`config.mk`:
```
export PLATFORM = sky130hd
export DESIGN_NAME = ycbcr_ram_param_init
export DESIGN_NICKNAME = d
export VERILOG_FILES = /design/src/rtl/ycbcr_ram_param_init.sv
export SDC_FILE = /design/constraint.sdc
export NUM_CORES = 2
export LEC_CHECK = 0
export BUFFER_PORTS_ARGS = -buffer_cell sky130_fd_sc_hd__buf_2
export CAP_MARGIN = 20
export CORE_ASPECT_RATIO = 0.75
export CORE_MARGIN = 2
export CORE_UTILIZATION = 60
export CTS_CLUSTER_DIAMETER = 40
export DETAILED_ROUTE_END_ITERATION = 8
export PLACE_DENSITY = 0.82
export SLEW_MARGIN = 20
export SYNTH_ARGS = -nofsm -noshare
export SYNTH_HDL_FRONTEND = slang
export SYNTH_SLANG_ARGS = --single-unit
```
`constraint.sdc`:
```
create_clock -name clk -period 67.5 [get_ports clk]
set_input_delay 13.5 -clock clk [delete_from_list [all_inputs] [get_ports clk]]
set_output_delay 13.5 -clock clk [all_outputs]
set_load 0.01 [all_outputs]
```
`src/rtl/ycbcr_ram_param_init.sv`:
```
// ycbcr_ram_param_init
// Simple-dual-port coefficient/line RAM for the display frame-buffer path.
// An internal sequencer loads the contents at run time. The first INIT_COUNT
// words come from INIT_VEC and every remaining word gets FILL_VALUE.
// User access is held off until that load has finished.
//
// Optional build macro YCBCR_RAM_OREG_EN adds an output pipeline register.
// This gives a 2-cycle read latency. When the macro is undefined, the read
// latency is 1 cycle.
//
// state | meaning
// ------+-----------------------------------------------------------
// INIT  | sequencer writes mem[iptr], user reads/writes ignored
// READY | sequencer idle, user port live once init_done is high

module ycbcr_ram_param_init #(
    parameter int                               DATA_WIDTH = 8,
    parameter int                               ADDR_WIDTH = 9,
    parameter int                               INIT_COUNT = 9,
    parameter logic [DATA_WIDTH*INIT_COUNT-1:0] INIT_VEC   = 72'h6df028223590f05a51,
    parameter logic [DATA_WIDTH-1:0]            FILL_VALUE = '0
) (
    input  logic                  clk,
    input  logic                  rst,
    input  logic                  reinit,
    input  logic                  write_en,
    input  logic [ADDR_WIDTH-1:0] waddr,
    input  logic [DATA_WIDTH-1:0] din,
    input  logic                  read_en,
    input  logic [ADDR_WIDTH-1:0] raddr,
    output logic [DATA_WIDTH-1:0] dout,
    output logic                  dout_valid,
    output logic                  init_done
);

    localparam int DEPTH = 1 << ADDR_WIDTH;
    // INIT_COUNT beyond DEPTH is clamped; the check below reports it.
    localparam int LOAD_COUNT = (INIT_COUNT > DEPTH) ? DEPTH : INIT_COUNT;
    // iptr carries one spare bit so DEPTH itself is representable.
    localparam logic [ADDR_WIDTH:0] LAST_ADDR = (ADDR_WIDTH + 1)'(DEPTH - 1);
    localparam logic [ADDR_WIDTH:0] IPTR_ONE  = (ADDR_WIDTH + 1)'(1);

    typedef enum logic {
        ST_INIT  = 1'b0,
        ST_READY = 1'b1
    } state_t;

    state_t                state_q, state_d;
    logic [ADDR_WIDTH:0]   iptr_q, iptr_d;
    logic                  init_done_q, init_done_d;
    logic                  rd_valid_q, rd_valid_d;
    logic [DATA_WIDTH-1:0] rd_data_q;

    logic                  access_ok;
    logic                  user_we;
    logic                  user_re;
    logic [DATA_WIDTH-1:0] init_word;
    logic                  mem_we;
    logic [ADDR_WIDTH-1:0] mem_waddr;
    logic [DATA_WIDTH-1:0] mem_wdata;

    logic [DATA_WIDTH-1:0] mem [DEPTH];

    // User port gating: live only once init has been reported done.
    // A reinit pulse drops any user access in the same cycle.
    always_comb begin
        access_ok = (state_q == ST_READY) && init_done_q;
        user_we   = access_ok && write_en && !reinit;
        user_re   = access_ok && read_en  && !reinit;
    end

    // Word the sequencer writes at iptr: the coefficient vector, then the fill value.
    always_comb begin
        init_word = FILL_VALUE;
        for (int k = 0; k < LOAD_COUNT; k++) begin
            if (iptr_q == (ADDR_WIDTH + 1)'(k)) begin
                init_word = INIT_VEC[k*DATA_WIDTH +: DATA_WIDTH];
            end
        end
    end

    // RAM write port mux: the sequencer owns the port in INIT, the user owns it in READY.
    always_comb begin
        mem_we    = 1'b0;
        mem_waddr = waddr;
        mem_wdata = din;
        if (state_q == ST_INIT) begin
            mem_we    = !rst;
            mem_waddr = iptr_q[ADDR_WIDTH-1:0];
            mem_wdata = init_word;
        end else if (user_we) begin
            mem_we = 1'b1;
        end
    end

    // Next-state logic for the sequencer and its registered status outputs.
    always_comb begin
        state_d = state_q;
        iptr_d  = iptr_q;
        unique case (state_q)
            ST_INIT: begin
                if (reinit) begin
                    iptr_d = '0;
                end else if (iptr_q == LAST_ADDR) begin
                    state_d = ST_READY;
                    iptr_d  = '0;
                end else begin
                    iptr_d = iptr_q + IPTR_ONE;
                end
            end
            ST_READY: begin
                if (reinit) begin
                    state_d = ST_INIT;
                    iptr_d  = '0;
                end
            end
        endcase
        // init_done trails entry into READY by one cycle.
        init_done_d = (state_q == ST_READY) && !reinit;
        rd_valid_d  = user_re;
    end

    // Sequencer state and status flops.
    always_ff @(posedge clk) begin
        if (rst) begin
            state_q     <= ST_INIT;
            iptr_q      <= '0;
            init_done_q <= 1'b0;
            rd_valid_q  <= 1'b0;
        end else begin
            state_q     <= state_d;
            iptr_q      <= iptr_d;
            init_done_q <= init_done_d;
            rd_valid_q  <= rd_valid_d;
        end
    end

    // RAM write port; there is no reset so the array maps onto block RAM.
    always_ff @(posedge clk) begin
        if (mem_we) begin
            mem[mem_waddr] <= mem_wdata;
        end
    end

    // Synchronous RAM read; a same-cycle write to raddr is not seen (old data).
    always_ff @(posedge clk) begin
        if (rst) begin
            rd_data_q <= '0;
        end else if (user_re) begin
            rd_data_q <= mem[raddr];
        end
    end

`ifndef SYNTHESIS
    // Report an oversized INIT_COUNT while reset is applied.
    always_ff @(posedge clk) begin
        if (rst && (INIT_COUNT > DEPTH)) begin
            $error("ycbcr_ram_param_init: INIT_COUNT %0d exceeds DEPTH %0d, clamped", INIT_COUNT, DEPTH);
        end
    end
`endif

`ifdef YCBCR_RAM_OREG_EN
    logic [DATA_WIDTH-1:0] oreg_data_q, oreg_data_d;
    logic                  oreg_valid_q, oreg_valid_d;

    // Output stage next value: load only on a valid read, clear on reinit.
    always_comb begin
        oreg_data_d  = rd_valid_q ? rd_data_q : oreg_data_q;
        oreg_valid_d = rd_valid_q;
        if (reinit) begin
            oreg_data_d  = '0;
            oreg_valid_d = 1'b0;
        end
    end

    // Extra output pipeline stage.
    always_ff @(posedge clk) begin
        if (rst) begin
            oreg_data_q  <= '0;
            oreg_valid_q <= 1'b0;
        end else begin
            oreg_data_q  <= oreg_data_d;
            oreg_valid_q <= oreg_valid_d;
        end
    end

    assign dout       = oreg_data_q;
    assign dout_valid = oreg_valid_q;
`else
    assign dout       = rd_data_q;
    assign dout_valid = rd_valid_q;
`endif

    assign init_done = init_done_q;

endmodule

```
==> flow_results.org <==
** CTS
- TritonCTS built the clock tree.
- The clock reaches the later pin of the worst-skew pair after roughly 0.93 ns.
- Once the clock tree was built, the resizer swapped 0 gates to a different size.
- Counting the buffers created by CTS gives roughly 400.
- Maximum buffer depth of the clock tree :: 4
- Number of H-tree levels :: 5
- After clock tree synthesis, the clock-pin slew on the worst setup and hold paths is roughly 0.07 ns.
- Clock Sink Count :: 4,117
- Once the clock tree was built, the setup fixing pass inserted 0 buffers.
- For this design, the CTS-stage hold fixing added 0 buffers.
- Clock tree synthesis selected as its root buffer the cell sky130_fd_sc_hd__clkbuf_16.

** Floorplan
- Site row count :: roughly 160
- Number of ports placed on the die boundary :: 41
- Measured along the y axis, the die boundary spans approximately 450 um.
- The floorplan step set the die width to around 600 um.
- Initial Utilization :: 60.3%
- The floorplan step defined a die boundary enclosing between 0.2 and 0.3 mm2.
- Core box area :: around 0.27 mm2

** Pwr
- Share of power burned in registers :: 52.1%
- Internal power of the cells :: between 0.004 and 0.005 W
- IR analysis of the VDD net gives a maximum drop of 0.0272 mV.
- In this run the power density over the cells is slightly above 30 mW/mm2.
- Share of power burned in combinational logic :: between 5 and 6%
- Power spent charging and discharging nets :: roughly 0.0012 W
- Net switching is between 20% and 30% of the power.
- In this run, the clock network consumes 42.8% of the power.
- The analysis attributes to cell leakage a power of 55.6 nW.

** Synthesis
- After synthesis the netlist holds a flip-flop and latch count of around 4,100.
- Synthesized net count :: 7,606
- After synthesis, flip-flops and latches occupy 76.8% of the total area.
- Synthesized area per cell :: 21.2 um2
- Count of mapped cells out of synthesis :: between 7,000 and 8,000
- After synthesis the cells add up to between 0.15 and 0.2 mm2.
- Counting flops with an async set or reset pin after synthesis yields a share of 0%.
- Dominant synthesized flop cell :: sky130_fd_sc_hd__edfxtp_1
- Syn. warnings :: 0
- Yosys cell types :: 75
- In this run, synthesis inferred 4,096 flip-flops with an integrated enable.

** Place
- The count of buffers added on input and output ports is 40.
- Detailed placement HPWL :: roughly 250,000 um
- Final weighted congestion in routability-driven placement :: approximately 0.89
- Pre-CTS setup slack :: around 47 ns
- Counting tap cells, the placed design contains a total of 10,866 instances.

** Timing
- Setup repair after global routing left no endpoint under its margin.
- Final setup fails :: 0
- Total Neg Setup Slack :: 0 ns
- Count of endpoints failing hold in the final timing report :: 0
- Transition time at the pin with the least slew margin :: ~1.3 ns
- Fin crit period :: 18.95 ns
- Final hold analysis gives a worst-case slack of 0.624 ns.
- After layout, the worst path uses ~28% of the clock period.
- Max Clock Freq :: around 53 MHz
- Setup slack closes at ~49 ns.
- Clock Skews :: 0.0580 ns
- Slew Viols, Final :: 0
- Measured against its own limit, the worst slew margin works out to about an eighth.

** GRT
- Via count of the first global-routing pass :: roughly 86,000
- Antenna violations before repair :: between 40 and 50
- Gr ovfl total :: 0
- Entering global routing, the biggest net connects 261 pins.
- The first global-routing pass estimated between 600,000 and 700,000 um of wire.
- Across every metal layer, demand over resource in global routing totals between 30% and 40%.

** Routing
- For this block, the via count after detailed routing is roughly 86,000.
- After detailed routing, the number of remaining DRC violations is 0.
- The routed design has roughly 470,000 um of wire.
- Number of design-rule violations left by the first detailed-router iteration :: ~17,000
- Wire length per cell after detailed routing :: roughly 40 um
- The first TritonRoute pass finished after 8 iterations.
- The count of nets left with antenna violations once routing finished came out at 0.
- Via-per-instance ratio :: 7.40

** Setup path
- Category of the most critical setup path :: in2reg
- The worst setup path is captured at a flip-flop.
- Critical path fanouts, max :: about 110
- For flop-to-flop paths, the worst setup slack is roughly 62 ns.
- For the worst setup path, the data required time is between 60 and 70 ns.
- Category of the worst setup path launch point :: primary input
- Data arrives at the worst endpoint at approximately 20 ns.

** Final layout
- Counting the fill cells in the layout gives approximately 15,000.
- In the final layout, the share of cells above drive strength 1 is around 24%.
- For this run, the post-layout net count is 7,744.
- Post-Layout Cell Count :: around 12,000
- From synthesis to final layout, the design area changed by 10.9%.

** Min path
- Worst hold-check path type :: reg2reg

** Flow run
- Across the run, the number of max-cap violations was 0.

** Outcome
- Run status :: finished, final reports clean
==> area by class of cell <==
cell class / instances / area, um2 / share of cell area [%]
clock buffers: 458 / 10300 / 5.80
diodes: 31 / 77.6 / 0.0435
clock inverters: 277 / 3040 / 1.71
multi-input cells: 2969 / 34800 / 19.5
well taps: 3569 / 4470 / 2.51
flip-flops and latches: 4117 / 123000 / 69.3
repair buffers: 205 / 1940 / 1.09
inverters: 17 / 81.3 / 0.0456
==> cell usage in the layout (no fill, tap or decap), types with 10 or more instances in the layout <==
master | netlist | final
sky130_fd_sc_hd__inv_6 | 0 | 31
sky130_fd_sc_hd__mux2i_1 | 271 | 271
sky130_fd_sc_hd__a21oi_1 | 90 | 85
sky130_fd_sc_hd__edfxtp_1 | 4096 | 4096
sky130_fd_sc_hd__nor2b_1 | 34 | 30
sky130_fd_sc_hd__a22oi_1 | 44 | 44
sky130_fd_sc_hd__nor2_1 | 593 | 588
sky130_fd_sc_hd__nand2b_1 | 16 | 15
sky130_fd_sc_hd__a2111oi_0 | 17 | 11
sky130_fd_sc_hd__dfxtp_1 | 21 | 20
sky130_fd_sc_hd__a31oi_1 | 38 | 38
sky130_fd_sc_hd__nor3_1 | 42 | 40
sky130_fd_sc_hd__clkinv_4 | 0 | 25
sky130_fd_sc_hd__o221ai_1 | 55 | 55
sky130_fd_sc_hd__buf_4 | 66 | 127
sky130_fd_sc_hd__diode_2 | 0 | 31
sky130_fd_sc_hd__inv_1 | 14 | 13
sky130_fd_sc_hd__nand2_1 | 290 | 274
sky130_fd_sc_hd__o211ai_1 | 11 | 11
sky130_fd_sc_hd__clkinv_1 | 2 | 60
sky130_fd_sc_hd__buf_2 | 115 | 36
sky130_fd_sc_hd__o21ai_0 | 60 | 57
sky130_fd_sc_hd__o22ai_1 | 64 | 63
sky130_fd_sc_hd__and2_1 | 18 | 18
sky130_fd_sc_hd__a311oi_1 | 15 | 14
sky130_fd_sc_hd__and3_1 | 19 | 19
sky130_fd_sc_hd__mux4_2 | 1017 | 1017
sky130_fd_sc_hd__a221oi_1 | 13 | 12
sky130_fd_sc_hd__clkbuf_16 | 0 | 404
sky130_fd_sc_hd__clkbuf_1 | 169 | 51
sky130_fd_sc_hd__clkinv_2 | 0 | 49
sky130_fd_sc_hd__nand3_1 | 55 | 55
sky130_fd_sc_hd__a32oi_1 | 10 | 10
sky130_fd_sc_hd__clkinv_8 | 0 | 15
sky130_fd_sc_hd__a211oi_1 | 37 | 35
sky130_fd_sc_hd__mux2_2 | 30 | 30
sky130_fd_sc_hd__nand2_4 | 0 | 16
sky130_fd_sc_hd__buf_12 | 2 | 20
sky130_fd_sc_hd__bufinv_16 | 0 | 46
sky130_fd_sc_hd__clkinvlp_4 | 0 | 40
==> registers in the layout, summed over array words and instances (netlist names) <==
signal      count
dout            8
dout_valid      1
init_done       1
iptr_q         10
mem          4096
state_q         1
==> worst max-delay path: stages <==
cell	delay, ns
sky130_fd_sc_hd__buf_8	0.50
sky130_fd_sc_hd__buf_4	1.02
sky130_fd_sc_hd__buf_4	0.68
sky130_fd_sc_hd__buf_12	0.59
sky130_fd_sc_hd__mux4_2	0.44
sky130_fd_sc_hd__and2_1	0.19
sky130_fd_sc_hd__a211oi_1	0.24
sky130_fd_sc_hd__a2111oi_1	0.18
sky130_fd_sc_hd__a311oi_1	1.00
sky130_fd_sc_hd__nand4_1	0.66
sky130_fd_sc_hd__a32o_1	0.41
==> worst paths after layout <==
kind                            startpoint          end  depth (start not counted)
worst max-delay path              raddr[2]      dout[4]                         11
worst min-delay path             iptr_q[9]    iptr_q[9]                          2
worst max register to register   iptr_q[5]  mem[302][2]                          9
worst min register to register   iptr_q[9]    iptr_q[9]                          2
==> Yosys cell counts, drive strengths merged, types with 30 or more instances <==
master	number	area share [%]
a211oi	37	0.17
nand2	290	0.68
a22oi	44	0.21
mux2	30	0.21
buf	299	1.3
edfxtp	4096	77
a21oi	90	0.28
mux4	1017	14
o221ai	55	0.30
nor2b	34	0.13
o22ai	64	0.25
nor2	593	1.4
nor3	42	0.13
mux2i	271	1.7
o21ai	61	0.19
clkbuf	169	0.39
a31oi	38	0.15
nand3	55	0.17
==> power groups by stage <==
stage / Sequential, W / Clock, W / Combinational (W)
after floorplan: 0.00293 / 0 / 0.000156
after global placement: 0.00288 / 0 / 0.000245
after detailed placement: 0.00288 / 0 / 0.000252
after CTS: 0.00282 / 0.00231 / 0.000260
after global routing: 0.00282 / 0.00240 / 0.000277
final: 0.00282 / 0.00232 / 0.000274
==> layer usage <==
| metal | up-vias | wire length [um] | share of wire, % | global-route usage [%] |
|---|---|---|---|---|
| met5 | - | 382 | 0.082 | 0.0174 |
| met4 | 46 | 30600 | 6.6 | 18.6 |
| met3 | 1863 | 79500 | 17 | 13.1 |
| met2 | 8867 | 208000 | 45 | 50.1 |
| met1 | 43592 | 148000 | 32 | 44.8 |
| li1 | 31846 | - | - | - |
==> per-stage QoR <==
stage          power [W]  area (um2)  util (%)
3_3_place_gp     0.00312      164000      61.7
2_1_floorplan    0.00309      161000         -
5_1_grt          0.00550      178000      66.9
4_1_cts          0.00539      178000      66.8
6_report         0.00541      178000      66.9
3_5_place_dp     0.00313      164000      61.7
==> cells by family after synthesis <==
group	share of synthesized area [%]
flops	76.8
xor+xnor	0.0164
compound gates	2.30
simple gates	2.92
mux	16.2
fa+ha+maj	0.0311
buf+inv	1.77
Note: power is estimated with default switching activity, not from simulation.
